File: config.mk
export PLATFORM = sky130hd
export DESIGN_NAME = control_unit
export DESIGN_NICKNAME = d
export VERILOG_FILES = /design/src/rtl/control_unit.sv
export SDC_FILE = /design/constraint.sdc
export NUM_CORES = 1
export LEC_CHECK = 0
export BUFFER_PORTS_ARGS = -buffer_cell sky130_fd_sc_hd__buf_4
export CAP_MARGIN = 20
export CORE_UTILIZATION = 45
export DETAILED_ROUTE_END_ITERATION = 10
export GPL_ROUTABILITY_DRIVEN = 0
export HOLD_SLACK_MARGIN = 0.03
export PLACE_DENSITY = 0.82
export SETUP_SLACK_MARGIN = 0.02
export SYNTH_ARGS = -nofsm -noshare
export SYNTH_HDL_FRONTEND = slang
export SYNTH_SLANG_ARGS = --single-unit
File: constraint.sdc
create_clock -name Clk -period 2.4 [get_ports Clk]
set_input_delay 0.24 -clock Clk [delete_from_list [all_inputs] [get_ports Clk]]
set_output_delay 0.24 -clock Clk [all_outputs]
set_load 0.02 [all_outputs]
File: src/rtl/control_unit.sv
// control_unit: fetch/decode/execute sequencer driving every strobe of the 8-bit datapath.
// Define CU_STEP_EN to add the Step input (one instruction per Step pulse); otherwise free-running.
module control_unit #(
    parameter int WIDTH = 8
) (
    input  logic             Clk,
    input  logic             Rst_n,
`ifdef CU_STEP_EN
    input  logic             Step,
`endif
    input  logic [WIDTH-1:0] IROM_dataIn,
    input  logic             zFlag,
    output logic [15:0]      wEN,
    output logic [5:0]       INC,
    output logic [4:0]       RST,
    output logic [2:0]       compMUX,
    output logic [2:0]       aluOP,
    output logic [3:0]       busMUX,
    output logic             selAR,
    output logic             memREAD,
    output logic             memWRITE,
    output logic             iROMREAD,
    output logic             halted,
    output logic             illegal
);

    localparam logic [3:0] OP_NOP   = 4'h0;
    localparam logic [3:0] OP_LDAC  = 4'h1;
    localparam logic [3:0] OP_STAC  = 4'h2;
    localparam logic [3:0] OP_ADD   = 4'h3;
    localparam logic [3:0] OP_MUL   = 4'h4;
    localparam logic [3:0] OP_LOAD  = 4'h5;
    localparam logic [3:0] OP_STORE = 4'h6;
    localparam logic [3:0] OP_LDAR  = 4'h7;
    localparam logic [3:0] OP_JMPZ  = 4'h8;
    localparam logic [3:0] OP_JMP   = 4'h9;
    localparam logic [3:0] OP_INC   = 4'hA;
    localparam logic [3:0] OP_CLR   = 4'hB;
    localparam logic [3:0] OP_HALT  = 4'hF;

    localparam logic [2:0] ALU_PASS = 3'b000;
    localparam logic [2:0] ALU_ADD  = 3'b001;
    localparam logic [2:0] ALU_MUL  = 3'b010;

    localparam logic [3:0] BUS_MEM = 4'd0;
    localparam logic [3:0] BUS_DR  = 4'd2;
    localparam logic [3:0] BUS_AC  = 4'd14;

    typedef enum logic [2:0] {
        S_BOOT  = 3'd0,
        S_FETCH = 3'd1,
        S_LATCH = 3'd2,
        S_EXEC1 = 3'd3,
        S_EXEC2 = 3'd4,
        S_HALT  = 3'd5
    } state_t;

    state_t           state_q, state_d;
    logic [WIDTH-1:0] ir_q, ir_d;
    logic             illegal_q, illegal_d;

    logic [3:0]  opc;
    logic [3:0]  opr;
    logic        fetch_go;
    logic        bad_instr;
    logic [15:0] stac_mask;
    logic [5:0]  inc_mask;
    logic [4:0]  clr_mask;
    logic [2:0]  cmp_sel;

    assign opc = ir_q[7:4];
    assign opr = ir_q[3:0];

`ifdef CU_STEP_EN
    assign fetch_go = Step;
`else
    assign fetch_go = 1'b1;
`endif

    // Operand-to-strobe maps; an all-zero mask marks an operand the opcode cannot use.
    always_comb begin
        stac_mask = '0;
        inc_mask  = '0;
        clr_mask  = '0;
        cmp_sel   = '0;
        case (opr)
            4'd2:    stac_mask[12] = 1'b1;
            4'd3:    stac_mask[11] = 1'b1;
            4'd4:    stac_mask[10] = 1'b1;
            4'd5:    stac_mask[9]  = 1'b1;
            4'd6:    stac_mask[8]  = 1'b1;
            4'd7:    stac_mask[7]  = 1'b1;
            4'd11:   stac_mask[3]  = 1'b1;
            4'd12:   stac_mask[2]  = 1'b1;
            4'd13:   stac_mask[1]  = 1'b1;
            default: stac_mask     = '0;
        endcase
        case (opr)
            4'd8:    inc_mask[4] = 1'b1;
            4'd9:    inc_mask[3] = 1'b1;
            4'd10:   inc_mask[2] = 1'b1;
            4'd12:   inc_mask[1] = 1'b1;
            4'd13:   inc_mask[0] = 1'b1;
            default: inc_mask    = '0;
        endcase
        case (opr)
            4'd8:    clr_mask[4] = 1'b1;
            4'd9:    clr_mask[3] = 1'b1;
            4'd10:   clr_mask[2] = 1'b1;
            default: clr_mask    = '0;
        endcase
        case (opr[1:0])
            2'd0:    cmp_sel = 3'b001;
            2'd1:    cmp_sel = 3'b010;
            2'd2:    cmp_sel = 3'b100;
            default: cmp_sel = 3'b000;
        endcase
    end

    always_comb begin
        state_d   = state_q;
        ir_d      = ir_q;
        bad_instr = 1'b0;
        wEN       = '0;
        INC       = '0;
        RST       = '0;
        compMUX   = '0;
        aluOP     = ALU_PASS;
        busMUX    = BUS_MEM;
        selAR     = 1'b0;
        memREAD   = 1'b0;
        memWRITE  = 1'b0;
        iROMREAD  = 1'b0;
        halted    = 1'b0;
        case (state_q)
            S_BOOT: state_d = S_FETCH;
            S_FETCH: begin
                iROMREAD = fetch_go;
                if (fetch_go) state_d = S_LATCH;
            end
            S_LATCH: begin
                ir_d    = IROM_dataIn;
                INC[5]  = 1'b1;
                state_d = S_EXEC1;
            end
            S_EXEC1: begin
                state_d = S_FETCH;
                case (opc)
                    OP_NOP: ;
                    OP_LDAC: begin
                        busMUX = opr;
                        wEN[0] = 1'b1;
                    end
                    OP_STAC: begin
                        if (stac_mask == '0) begin
                            bad_instr = 1'b1;
                        end else begin
                            busMUX = BUS_AC;
                            wEN    = stac_mask;
                        end
                    end
                    OP_ADD, OP_MUL: begin
                        busMUX = opr;
                        aluOP  = (opc == OP_ADD) ? ALU_ADD : ALU_MUL;
                        wEN[0] = 1'b1;
                    end
                    OP_LOAD: begin
                        memREAD = 1'b1;
                        state_d = S_EXEC2;
                    end
                    OP_STORE: begin
                        memWRITE = 1'b1;
                        busMUX   = BUS_DR;
                    end
                    OP_LDAR: begin
                        iROMREAD = 1'b1;
                        state_d  = S_EXEC2;
                    end
                    OP_JMPZ: begin
                        if (cmp_sel == '0) begin
                            bad_instr = 1'b1;
                        end else begin
                            compMUX = cmp_sel;
                            wEN[15] = zFlag;
                        end
                    end
                    OP_JMP: wEN[15] = 1'b1;
                    OP_INC: begin
                        if (inc_mask == '0) bad_instr = 1'b1;
                        else                INC       = inc_mask;
                    end
                    OP_CLR: begin
                        if (clr_mask == '0) bad_instr = 1'b1;
                        else                RST       = clr_mask;
                    end
                    OP_HALT: state_d = S_HALT;
                    default: bad_instr = 1'b1;
                endcase
            end
            S_EXEC2: begin
                state_d = S_FETCH;
                if (opc == OP_LOAD) begin
                    memREAD = 1'b1;
                    busMUX  = BUS_MEM;
                    wEN[12] = 1'b1;
                end else begin
                    selAR   = 1'b1;
                    wEN[13] = 1'b1;
                    INC[5]  = 1'b1;
                end
            end
            S_HALT: halted = 1'b1;
            default: state_d = S_BOOT;
        endcase
        illegal_d = illegal_q | bad_instr;
        illegal   = illegal_q;
    end

    always_ff @(posedge Clk or negedge Rst_n) begin
        if (!Rst_n) begin
            state_q   <= S_BOOT;
            ir_q      <= '0;
            illegal_q <= 1'b0;
        end else begin
            state_q   <= state_d;
            ir_q      <= ir_d;
            illegal_q <= illegal_d;
        end
    end

endmodule

Yosys cells after proc, flatten, opt, wreduce, memory -nomap -nowiden
Index checks and enable logic that the tools add are counted.
{"block": "totals", "inputBits": 11, "ff_bits": 12, "output_inout_bits": 43}
{"block": "op_classes", "bitwise_logic": 1, "reduce_logical": 13, "eq_ne": 31, "n_mux": 54}
{"cell": "$eq A4 B4 Y1 const B", "n": 11}
{"cell": "$eq A4 B3 Y1 const B", "n": 8}
{"cell": "$mux W5", "n": 6}
{"cell": "$mux W1", "n": 26}
{"cell": "$eq A4 B2 Y1 const B", "n": 4}
{"cell": "$logic_not A16 Y1", "n": 1}
{"cell": "$pmux W3 S5", "n": 1}
{"cell": "$mux W14", "n": 1}
{"cell": "$mux W13", "n": 1}
{"cell": "$mux W12", "n": 1}
{"cell": "$pmux W4 S3", "n": 1}
{"cell": "$mux W3", "n": 3}
{"cell": "$pmux W3 S3", "n": 1}
{"cell": "$reduce_or A9 Y1", "n": 1}
{"cell": "$mux W2", "n": 4}
{"cell": "$mux W4", "n": 2}
{"cell": "$reduce_or A2 Y1", "n": 4}
{"cell": "$eq A3 B2 Y1 const B", "n": 2}
{"cell": "$eq A3 B3 Y1 const B", "n": 2}
{"cell": "$logic_not A3 Y1", "n": 2}
{"cell": "$logic_not A6 Y1", "n": 1}
{"cell": "$pmux W1 S3", "n": 2}
{"cell": "$pmux W3 S2", "n": 1}
{"cell": "$logic_not A5 Y1", "n": 1}
{"cell": "other kinds (11)", "n": 12}

Depth between registers and ports, before layout
Gate-level depths: netlist of run 1.
{"block": "depth", "ltp_word": 7, "ltp_mapped": 6}

Least setup slack after synthesis of run 1
No wires, ideal clock.
{"block": "synth_timing", "path_kind": "flip-flop to output port", "start": "reg state_q[2]", "end": "out wEN[12]", "slack_ns": 0.167, "stages_incl_launch_ff": 6, "t_arrival_ns": 1.993, "path_cell_list": "dfrtp_1 buf_6 nand3b_4 or4_4 buf_6 o41ai_1"}
{"block": "synth_via", "elab_chain_len": 2, "elab_cells_between_ends": 3}
{"item": "from (decl)", "line": "58", "source": "state_t state_q, state_d;"}
{"item": "from (signal assigned)", "line": "225", "source": "state_q <= state_d;"}
{"item": "$eq A3 B3 Y1 / $eq A3 B2 Y1 (equally long branches)", "line": "135", "source": "case (state_q)"}
{"item": "$pmux W2 S2 *", "line": "135"}
{"item": "to (decl)", "line": "13", "source": "output logic [15:0] wEN,"}
Mark *: on every way between the ends. The rest lies on a longest branch, timed or not.

Worst setup path after layout of run 1
{"block": "layout_timing", "start": "reg state_q[2]", "end": "out wEN[10]"}
{"block": "layout_via", "elab_chain_len": 2}
{"item": "$eq A3 B2 Y1", "line": "135"}
{"item": "$mux W12", "line": "135"}
Every way passes these cells.

==> results of run 1 <==
layer usage:
metal / share of wire (%) / GRT usage [%]
met1: 41 / 27.55
met2: 53 / 37.56
met3: 5.2 / 2.727
met4: 0.97 / 8.796
met5: 0 / 0
per-stage QoR:
stage               utilization (%)  area [um^2]
finish                        64.82         1434
global route                  64.82         1434
CTS                           64.82         1434
detailed placement            62.22         1376
global placement              62.22         1376
floorplan                         -         1082
worst max-delay path: stages (launching register included):
cell	delay, ns
dfrtp_2	0.41
nand3b_4	0.19
or4_4	0.54
or3b_4	0.42
nor3_2	0.12
buf_4	0.17
Yosys cell counts, types with 2 or more instances:
| master | count | area, um^2 |
|---|---|---|
| nor3_1 | 9 | 45.04 |
| nand2_1 | 13 | 48.80 |
| inv_1 | 2 | 7.510 |
| nand3_1 | 3 | 15.01 |
| o21ai_0 | 2 | 10.01 |
| nor2b_1 | 3 | 18.77 |
| buf_6 | 2 | 22.52 |
| nand2b_1 | 6 | 37.54 |
| buf_4 | 7 | 52.55 |
| a31oi_1 | 2 | 12.51 |
| clkbuf_1 | 6 | 22.52 |
| clkbuf_2 | 2 | 10.01 |
| mux2_2 | 8 | 90.09 |
| nor4_1 | 4 | 25.02 |
| nor3_2 | 2 | 20.02 |
| dfrtp_1 | 12 | 300.3 |
| and3_1 | 2 | 12.51 |
| nor2_1 | 19 | 71.32 |
| a21oi_1 | 8 | 40.04 |
worst min path at each step:
stage | from | to | slack (ns) | cells past startpoint
2_1_floorplan | Rst_n | illegal | -0.06 | 0
3_3_place_gp | Rst_n | ir_q[5] | 0.08 | 1
3_5_place_dp | Rst_n | ir_q[5] | 0.08 | 1
4_1_cts | IROM_dataIn[0] | ir_q[0] | 0.19 | 2
5_1_grt | IROM_dataIn[1] | ir_q[1] | 0.20 | 2
6_report | IROM_dataIn[4] | ir_q[4] | 0.20 | 2
layout by cell type (no fill, tap or decap), types with 2 or more instances in the layout:
| cell | synthesis | routed |
|---|---|---|
| a31oi_1 | 2 | 2 |
| nand2b_1 | 6 | 6 |
| o21ai_0 | 2 | 2 |
| nor3_2 | 2 | 2 |
| clkbuf_4 | 0 | 3 |
| nand3_1 | 3 | 3 |
| inv_1 | 2 | 2 |
| dfrtp_1 | 12 | 9 |
| conb_1 | 1 | 7 |
| nor2b_1 | 3 | 3 |
| nand2_1 | 13 | 13 |
| a21oi_1 | 8 | 8 |
| dfrtp_2 | 0 | 3 |
| nor4_1 | 4 | 4 |
| buf_4 | 7 | 51 |
| and3_1 | 2 | 2 |
| mux2_2 | 8 | 8 |
| nor3_1 | 9 | 9 |
| nor2_1 | 19 | 19 |
cell families after synthesis:
logic type	count (synthesis)	share of synthesized area, %
AND/OR/NAND/NOR	74	38.85
buffers and inverters	21	11.69
AO/OA/AOI/OAI	18	10.63
flip-flops	12	28.34
multiplexers	8	8.501
XOR/XNOR	2	1.653
other	1	0.3539
sequential cells by signal (all words and copies together), names as in the netlist:
register / flops
illegal: 1
ir_q: 8
state_q: 3
power by group through the flow:
stage	clock [mW]	combinational [mW]	sequential [mW]
finish	0.156	1.05	0.500
global route	0.168	1.15	0.520
CTS	0.159	1.04	0.491
detailed placement	0	1.01	0.503
global placement	0	0.987	0.492
floorplan	0	0.877	0.366
layout make-up:
class,instances,area (um^2)
multi-input combinational,109,658.1
tap,28,35.03
clock buffer,4,36.28
timing repair buffer,52,392.9
fill,195,778.2
sequential,12,304.0
inverter,2,7.507
timing repair:
action / 4_1_cts / 5_1_grt
pin swaps: 0 / 0
setup buffers: 1 / 0
hold buffers: 1 / 0
resized for setup: 3 / 0
endpoints found under the setup margin: 4 / 1
hold endpoints to repair: 12 / 0
==> impl_metrics.csv, run 1 <==
group,metric,value,unit
outcome,outcome,"finished, final reports clean",
global_routing,grt-ovfl-total,0,
run,maxCapViolCount,0,
die,die_width,50.53,um
worst_setup_path,worst_r2r_endpoint,"ir_q[6]",
global_routing,grt_start_max_net_pins,16,
finish,fin_cells,207,
finish,n_antenna_cell,0,
drt,viasPerCell,5.498,
die,die_h,50.53,um
die,die_area,2553,um^2
sta,skew,0.002347,ns
sta,tightest_slew,0.7110,ns
worst_setup_path,r2r_cells,3,
power_and_ir_drop,p_int,0.8603,mW
sta,finalSetupViolCount,0,
worst_setup_path,cp_data_arrival_time,2.11,ns
sta,period_share,98.11,%
drt,avgRoutedWirePerCell,13.40,um
sta,slew_headroom,52.35,%
drt,ant_nets,0,
sta,max_clock_freq,424.7,MHz
power_and_ir_drop,ir_drop,0.8596,mV
clock_tree,clk_path_buf_depth,2,
die,core_area,2212,um^2
yosys,ys_warn_count,0,
finish,nets,191,
sta,rsz0062_at_grt,"true",
worst_setup_path,worstPathMaxFanout,7,
finish,area_growth,35.30,%
global_routing,grt_pass1_wl,4264,um
placed_design,dp_hpwl,2103,um
yosys,synth_cells,136,
worst_setup_path,cp.required,2.16,ns
sta,hold_viol,0,
drt,finalWirelength,2774,um
finish,drive_above_1_share,41.34,%
clock_tree,cts_tree,"yes",
power_and_ir_drop,switching_share,49.53,%
drt,drcViolationCount,0,
worst_setup_path,critical_path_class,"register to primary output",
clock_tree,numCtsBuffers,3,
drt,drt_pass1_iterations,5,
yosys,synth-async-reset-ratio,100.0,%
worst_setup_path,reg2reg_slack,0.70,ns
sta,maxSlewViolCount,0,
worst_setup_path,critPathCaptureType,"primary output",
clock_tree,path_clk_slew,0.07,ns
power_and_ir_drop,p_clk_share,9.2,%
global_routing,grt_usage,21.88,%
yosys,seq_area_frac_synth,28.34,%
die,pin_count,54,
sta,hold_ws,0.1974,ns
worst_setup_path,startpoint,"state_q[2]",
clock_tree,cts.sinks,12,
worst_hold_path,hp-class,"input pin to register",
die,num_rows,17,
global_routing,antenna_found_initial,0,
worst_setup_path,endpoint,"wEN[10]",
yosys,synth_edf_count,0,
power_and_ir_drop,p_per_area,1189,nW/um^2
drt,num_vias,1138,
clock_tree,h-tree-depth,1,
sta,fin_setup_tns,0,ns
power_and_ir_drop,switching_power,0.8443,mW
power_and_ir_drop,seqPwrFrac,29.4,%
yosys,synth_ff_type,"dfrtp_1",
die,start_util,47.91,%
drt,drt-initial-drc-count,54,
worst_setup_path,r2r-start,"state_q[2]",
yosys,ys_ff_latch,12,
yosys,synth_area_per_cell,7.792,um^2
placed_design,io_buffer_count,46,
clock_tree,clk_latency,0.27,ns
power_and_ir_drop,power.total,1.705,mW
sta,finalCriticalPeriod,2.355,ns
power_and_ir_drop,leakagePower,0.6784,nW
sta,setup_slack,0.04548,ns
power_and_ir_drop,combPwrFrac,61.5,%
global_routing,first_global_vias,945,
yosys,synth_cell_types,43,
yosys,syn_area,1060,um^2
placed_design,pre_cts_slack,0.2435,ns
clock_tree,root_buffer,"clkbuf_4",
placed_design,dp.cells,201,
worst_setup_path,crit_path_start_kind,"register",
No activity file was read; power rests on OpenSTA's default activity.
==> run 2: changes to the inputs <==
--- a/config.mk
+++ b/config.mk
@@ -7,11 +7,12 @@
 export LEC_CHECK = 0
 export BUFFER_PORTS_ARGS = -buffer_cell sky130_fd_sc_hd__buf_4
 export CAP_MARGIN = 20
-export CORE_UTILIZATION = 45
+export CORE_UTILIZATION = 30
 export DETAILED_ROUTE_END_ITERATION = 10
 export GPL_ROUTABILITY_DRIVEN = 0
 export HOLD_SLACK_MARGIN = 0.03
-export PLACE_DENSITY = 0.82
+export PLACE_DENSITY = 0.6
+export RECOVER_POWER = 50
 export SETUP_SLACK_MARGIN = 0.02
 export SYNTH_ARGS = -nofsm -noshare
 export SYNTH_HDL_FRONTEND = slang
==> run 2 against run 1 <==
Worst setup slack gained 0.023 ns; wire length up 2.0%; clock skew up 0.0018 ns; critical endpoint unchanged.
==> impl_metrics.csv, run 2 (synthesized netlist as in run 1, its figures left out) <==
group,metric,value,unit
finish,n_antenna_cell,0,
die,die_width,61.44,um
worst_setup_path,path_delay_family,"simple AND/OR/NAND/NOR gates",
power_and_ir_drop,p_per_area,1166,nW/um^2
sta,finalCriticalPeriod,2.331,ns
clock_tree,h-tree-depth,1,
power_and_ir_drop,leakagePower,0.6721,nW
sta,finalSetupViolCount,0,
global_routing,grt_pass1_wl,4333,um
global_routing,grt_start_max_net_pins,16,
outcome,outcome,"finished, final reports clean",
die,start_util,31.51,%
finish,num-fill-cells,368,
placed_design,io_buffer_count,46,
global_routing,antenna_found_initial,0,
worst_setup_path,critPathMaxStageDelay,0.54,ns
drt,viasPerCell,4.878,
finish,largest_reg_flops,8,
clock_tree,clk_path_buf_depth,2,
die,pin_count,54,
worst_setup_path,worstPathMaxFanout,6,
sta,max_clock_freq,428.9,MHz
die,core_area,3363,um^2
sta,tightest_slew,0.6305,ns
drt,num_vias,1122,
worst_hold_path,min_from,"IROM_dataIn[1]",
worst_setup_path,critPathCaptureType,"primary output",
clock_tree,cts_tree,"yes",
sta,hold_viol,0,
placed_design,placedInstanceArea,1399,um^2
worst_setup_path,worst_r2r_endpoint,"ir_q[5]",
drt,drt-initial-drc-count,20,
worst_setup_path,cp.required,2.16,ns
drt,ant_nets,0,
sta,skew,0.004173,ns
die,num_rows,21,
drt,drt_pass1_iterations,4,
sta,fin_setup_tns,0,ns
sta,slew_headroom,57.97,%
finish,drive_above_1_share,40.76,%
sta,rsz0062_at_grt,"true",
finish,final_area,1476,um^2
clock_tree,clk_latency,0.26,ns
finish,layout_common_cells,"buf_4 (49), nor2_1 (17), nand2_1 (13)",
global_routing,grt-ovfl-total,0,
worst_setup_path,path_buf_inv,1,
worst_setup_path,r2r_cells,4,
global_routing,first_global_vias,995,
clock_tree,root_buffer,"clkbuf_4",
die,die_area,3774,um^2
worst_hold_path,hp-class,"input pin to register",
worst_setup_path,crit_slowest_cell,"or4_4",
power_and_ir_drop,power.total,1.722,mW
clock_tree,path_clk_slew,0.07,ns
worst_setup_path,critical_path_depth,5,
finish,nets,196,
drt,finalWirelength,2829,um
clock_tree,cts.sinks,12,
die,die_h,61.44,um
worst_hold_path,holdPathEnd,"ir_q[1]",
worst_setup_path,r2r-start,"state_q[2]",
finish,largest-register,"ir_q",
worst_hold_path,hold_depth,2,
finish,final_core_util,43.90,%
worst_setup_path,reg2reg_slack,0.70,ns
finish,area_growth,39.32,%
worst_setup_path,crit_path_start_kind,"register",
sta,period_share,97.14,%
clock_tree,numCtsBuffers,3,
placed_design,dp_hpwl,2159,um
worst_setup_path,crit_chain,"nand3b_4, or4_4, or3b_4, nor3_2, buf_4",
drt,avgRoutedWirePerCell,12.30,um
global_routing,grt_usage,15.69,%
run,maxCapViolCount,0,
power_and_ir_drop,ir_drop,0.7307,mV
sta,maxSlewViolCount,0,
finish,final_common_cell,"buf_4",
worst_setup_path,cp_data_arrival_time,2.09,ns
worst_setup_path,critical_path_class,"register to primary output",
drt,drcViolationCount,0,
-- run 2: metrics by stage --
step           setup WS [ns]  hold slack [ns]  std cells
2_1_floorplan         0.1674         -0.05559        142
3_3_place_gp          0.3012          0.08456        219
3_5_place_dp          0.2568          0.08522        219
4_1_cts              0.06026           0.1953        225
5_1_grt             0.001162           0.1995        230
6_report             0.06870           0.2061        230
-- run 2: timing repair --
item / in CTS / in global routing
endpoints found under the hold margin: 12 / 0
pin swaps: 0 / 1
gates cloned: 0 / 0
resized for setup: 3 / 3
buffers inserted: 1 / 5
hold buffers: 1 / 0
setup endpoints to repair: 4 / 5
-- run 2: cell type report --
cell class	instances	area, um^2	share of cell area (%)
multi-input cells	109	666.9	45.17
flip-flops and latches	12	304.0	20.59
well taps	46	57.56	3.898
repair buffers	57	404.1	27.37
clock buffers	4	36.28	2.458
inverters	2	7.507	0.5085
-- run 2: metal layers --
layer  GRT usage, %  wire [um]
met5              0          0
met4          5.714         14
met3          1.261         86
met2          27.33       1433
met1          20.39       1294
-- run 2: worst max-delay path by stage --
stage / from / endpoint
floorplan: state_q[2] / wEN[12]
global placement: state_q[2] / wEN[10]
detailed placement: state_q[2] / wEN[10]
CTS: state_q[2] / wEN[10]
global route: state_q[2] / wEN[10]
finish: state_q[2] / wEN[10]
-- run 2: worst reg2reg max path: stages (launching register included) --
cell and delay, ns:
dfrtp_2 0.41, clkbuf_1 0.19, nor3_2 0.20, clkbuf_1 0.40
mux2_2 0.39
-- run 2: report_power, final --
group / total (mW) / switching, mW / internal (mW)
Clock: 0.152 / 0.0597 / 0.0920
Combinational: 1.05 / 0.584 / 0.469
Sequential: 0.517 / 0.209 / 0.308
